File: src/rtl/comp2_serial_dec.sv
// rtl/comp2_serial_dec.sv - bit-serial two's-complement to sign-magnitude decoder (LSB first).
// Optional build macro COMP2_DEC_SAT_EN saturates the magnitude of -2^(WIDTH-1).
module comp2_serial_dec #(
   parameter int WIDTH = 4
) (
   input  logic             clk,
   input  logic             rst_n,
   input  logic             in_valid,
   input  logic             in_bit,
   output logic             busy,
   output logic             out_valid,
   output logic             out_sign,
   output logic [WIDTH-2:0] out_mag,
   output logic             ovf
);

   localparam int MW = WIDTH - 1;
   localparam int CW = $clog2(WIDTH);

   typedef enum logic {IDLE, SHIFT} state_t;

   state_t          state_q, state_d;
   logic [CW-1:0]   cnt_q, cnt_d;
   logic            seen_q, seen_d;
   logic [MW-1:0]   raw_q, raw_d;
   logic [MW-1:0]   neg_q, neg_d;
   logic            out_valid_q, out_valid_d;
   logic            out_sign_q, out_sign_d;
   logic [MW-1:0]   out_mag_q, out_mag_d;
   logic            ovf_q, ovf_d;
   logic            seen_cur;
   logic            neg_bit;

   always_ff @(posedge clk or negedge rst_n) begin
      if (!rst_n) begin
         state_q     <= IDLE;
         cnt_q       <= '0;
         seen_q      <= 1'b0;
         raw_q       <= '0;
         neg_q       <= '0;
         out_valid_q <= 1'b0;
         out_sign_q  <= 1'b0;
         out_mag_q   <= '0;
         ovf_q       <= 1'b0;
      end else begin
         state_q     <= state_d;
         cnt_q       <= cnt_d;
         seen_q      <= seen_d;
         raw_q       <= raw_d;
         neg_q       <= neg_d;
         out_valid_q <= out_valid_d;
         out_sign_q  <= out_sign_d;
         out_mag_q   <= out_mag_d;
         ovf_q       <= ovf_d;
      end
   end

   always_comb begin
      state_d     = state_q;
      cnt_d       = cnt_q;
      seen_d      = seen_q;
      raw_d       = raw_q;
      neg_d       = neg_q;
      out_valid_d = 1'b0;
      out_sign_d  = out_sign_q;
      out_mag_d   = out_mag_q;
      ovf_d       = ovf_q;

      // A new word always starts with seen_one cleared, whatever the register holds.
      seen_cur = (state_q == SHIFT) ? seen_q : 1'b0;
      neg_bit  = in_bit ^ seen_cur;

      if (in_valid) begin
         if (state_q == SHIFT && cnt_q == CW'(WIDTH - 1)) begin
            state_d     = IDLE;
            cnt_d       = '0;
            seen_d      = 1'b0;
            out_valid_d = 1'b1;
            out_sign_d  = in_bit;
            ovf_d       = in_bit & (raw_q == '0);
            if (!in_bit) begin
               out_mag_d = raw_q;
            end else if (raw_q == '0) begin
`ifdef COMP2_DEC_SAT_EN
               out_mag_d = '1;
`else
               out_mag_d = '0;
`endif
            end else begin
               out_mag_d = neg_q;
            end
         end else begin
            state_d = SHIFT;
            cnt_d   = (state_q == IDLE) ? CW'(1) : cnt_q + CW'(1);
            seen_d  = seen_cur | in_bit;
            // Bits enter at the top so that after WIDTH-1 shifts bit 0 sits at index 0.
            raw_d   = (raw_q >> 1) | (MW'(in_bit) << (MW - 1));
            neg_d   = (neg_q >> 1) | (MW'(neg_bit) << (MW - 1));
         end
      end
   end

   assign busy      = (state_q == SHIFT);
   assign out_valid = out_valid_q;
   assign out_sign  = out_sign_q;
   assign out_mag   = out_mag_q;
   assign ovf       = ovf_q;

endmodule

File: config.mk
export PLATFORM = sky130hd
export DESIGN_NAME = comp2_serial_dec
export DESIGN_NICKNAME = d
export VERILOG_FILES = /design/src/rtl/comp2_serial_dec.sv
export SDC_FILE = /design/constraint.sdc
export NUM_CORES = 1
export LEC_CHECK = 0
export ABC_AREA = 0
export BUFFER_PORTS_ARGS = -buffer_cell sky130_fd_sc_hd__buf_2
export CAP_MARGIN = 20
export CORE_MARGIN = 3
export CORE_UTILIZATION = 51
export CTS_CLUSTER_SIZE = 40
export DETAILED_ROUTE_END_ITERATION = 8
export GPL_TIMING_DRIVEN = 0
export PLACE_DENSITY = 0.73
export SLEW_MARGIN = 20
export SYNTH_ARGS = -nofsm -noshare
export SYNTH_HDL_FRONTEND = slang
export SYNTH_SLANG_ARGS = --single-unit
File: constraint.sdc
create_clock -name clk -period 1.7 [get_ports clk]
set_input_delay 0.425 -clock clk [delete_from_list [all_inputs] [get_ports clk]]
set_output_delay 0.425 -clock clk [all_outputs]
set_load 0.05 [all_outputs]
==> metrics.yaml <==
grt:
  overflow: 0
  antenna_found_initial: 0
  grt_pass1_wl_um: 1920
  grt_usage_pct: 14.1
  grt_max_degree: 17
  grt_pass1_vias: 439
timing:
  setup_viol: 0
  hold_viol: 0
  finalSetupTns_ns: 0
  drv_slew: 0
  fin_crit_sh_pct: 89.3
  worst_pin_slew_ns: 0.344
  final.setup_skew_ns: 0.00488
  rsz0062_at_grt: "no"
  min_period_ns: 1.52
  fmax_ghz: 0.659
  max-slew-margin-rel_pct: 77.1
critical_path:
  r2r_slack_ns: 0.27
  crit_cells: 1
  endpoint_kind: "output port"
  crit_start: "busy$_DFFE_PN0P_"
  path_class: "flop to output port"
  crit_end: "busy"
  r2r_start: "cnt_q[0]$_DFFE_PN0P_"
  startpoint_type: "flop"
  path_max_fanout: 7
  cp.required_ns: 1.27
  reg2reg_to: "neg_q[0]$_DFFE_PN0P_"
  reg2reg_depth: 3
  cpPeakStageDelay_ns: 0.49
  cp_slowest_cell: "dfrtp_1"
  path_delay_family: "flip-flops"
  path_buf_inv: 1
  cp_cell_sequence: "buf_2"
  cp_data_arrival_time_ns: 1.09
power:
  power_uw: 1580
  vdd_drop_max_mv: 0.817
  p_leak_uw: 0.000378
  powerDensity_nw_per_um2: 2040
clock_network:
  numCtsBuffers: 3
  clk_latency_ns: 0.28
  cts-root-buf: "clkbuf_4"
  cts_tree: "built"
  cts_resized: 0
  cts_setup_buffers: 0
  cts_sinks: 16
  htreeDepth: 1
  cts_buffer_depth: 2
  postCtsHoldBufs: 0
  path_clk_slew_ns: 0.09
floorplanning:
  fp-row-count: 12
  start_util_pct: 57.4
  die_h_um: 42.3
  die_area_sq_um: 1790
  ios: 11
  fp.dieW_um: 42.3
  design.core.area_sq_um: 1170
cells_and_area:
  drive_gt1_share_pct: 31.4
  mostFrequentLayoutCells: "16 x dfrtp_1, 10 x buf_2, 6 x mux2_2"
  layout.cells.non_filler: 84
  fin_nets: 77
  final-seq-area_sq_um: 400
  final_common_cell: "dfrtp_1"
  area_growth_pct: 15.5
  fill_cells: 90
  n_antenna_cell: 0
  multi_input_area_sq_um: 253
logic_synthesis:
  ys.warnings.count: 0
  ys_ff_latch: 16
  syn_inst: 56
  yosysTopAreaCellShare_pct: 59.6
  ys_seq_area_share_pct: 59.6
  syn-num-nets: 62
  synth.avg_cell_area_sq_um: 12.0
  synth_area_leader_cell: "dfrtp_1"
  ys_types: 18
  ys_top_cells_by_area: "dfrtp_1 60%, mux2_2 10%, ha_1 3.7%"
  syn_area_sq_um: 672
run:
  drv_cap: 0
worst_hold_path:
  hold_path.class: "input pin to asynchronous set/reset pin"
outcome:
  outcome: "complete, no violations"
route:
  first_pass_iters: 4
  viasPerCell: 5.24
  drc: 0
  wl_per_cell_um: 12.7
  drt_iter0_markers: 5
  antenna_left: 0
  routed_wl_um: 1060
  vias: 440
placed_design:
  placedCellCount: 80
  port_buffers: 10
  gp_congestion: 0.665
  hpwl_um: 740
sequential cells by signal, indices dropped and copies added, names as in the netlist:
signal and cells:
neg_q 3, out_mag 3, raw_q 3, cnt_q 2, busy 1, out_sign 1
out_valid 1, ovf 1, seen_q 1
synth_stat cells (all sizes together):
| master | count |
|---|---|
| a21boi | 1 |
| a21oi | 4 |
| dfrtp | 16 |
| ha | 2 |
| inv | 5 |
| mux2 | 6 |
| mux2i | 1 |
| nand2 | 5 |
| nand3 | 3 |
| nand4b | 1 |
| nor2 | 4 |
| o211ai | 1 |
| o21a | 1 |
| o21ai | 3 |
| o22ai | 1 |
| o31ai | 1 |
| or3 | 1 |
kinds of logic after synthesis:
| kind of cell | synth area share (%) |
|---|---|
| adders and majority gates | 3.72 |
| and+or+nand+nor | 9.50 |
| DFF | 59.6 |
| muxes | 11.5 |
| AOI/OAI and AO/OA | 12.9 |
| buffers and inverters | 2.79 |
layout make-up:
type,instances,area share [%]
tap,14,2.26
inverter,5,2.42
timing repair buffer,10,6.45
clock buffer,4,4.68
multi-input combinational,35,32.6
sequential,16,51.6
routing by layer:
| layer | vias to the layer above | global-route usage (%) | wire [um] |
|---|---|---|---|
| li1 | 224 | - | - |
| met1 | 205 | 18.8 | 540 |
| met2 | 9 | 21.6 | 464 |
| met3 | 2 | 3.86 | 48 |
| met4 | 0 | 5.59 | 9 |
| met5 | - | 0 | 0 |
worst min path at each step:
stage                                      end  cells after the start  start
after global placement    cnt_q[1]$_DFFE_PN0P_                      1  rst_n
final                     cnt_q[0]$_DFFE_PN0P_                      1  rst_n
after global routing      out_sign$_DFFE_PN0P_                      1  rst_n
after CTS                 cnt_q[0]$_DFFE_PN0P_                      1  rst_n
after detailed placement  cnt_q[0]$_DFFE_PN0P_                      1  rst_n
after floorplan               busy$_DFFE_PN0P_                      0  rst_n
per-stage QoR:
stage               area, sq um  setup WS, ns  hold slack, ns  util, %
global route                776         0.116          0.0449     66.2
detailed placement          739         0.296           0.351     63.1
global placement            739         0.301           0.353     63.1
finish                      776         0.183          0.0297     66.2
CTS                         776         0.168          0.0352     66.2
floorplan                   672         0.221           0.129        -
power by group:
part | total (uW) | switching, uW | internal [uW]
clock network | 247 | 117 | 130
registers | 670 | 119 | 551
logic | 666 | 440 | 227
Note: power is estimated with default switching activity, not from simulation.
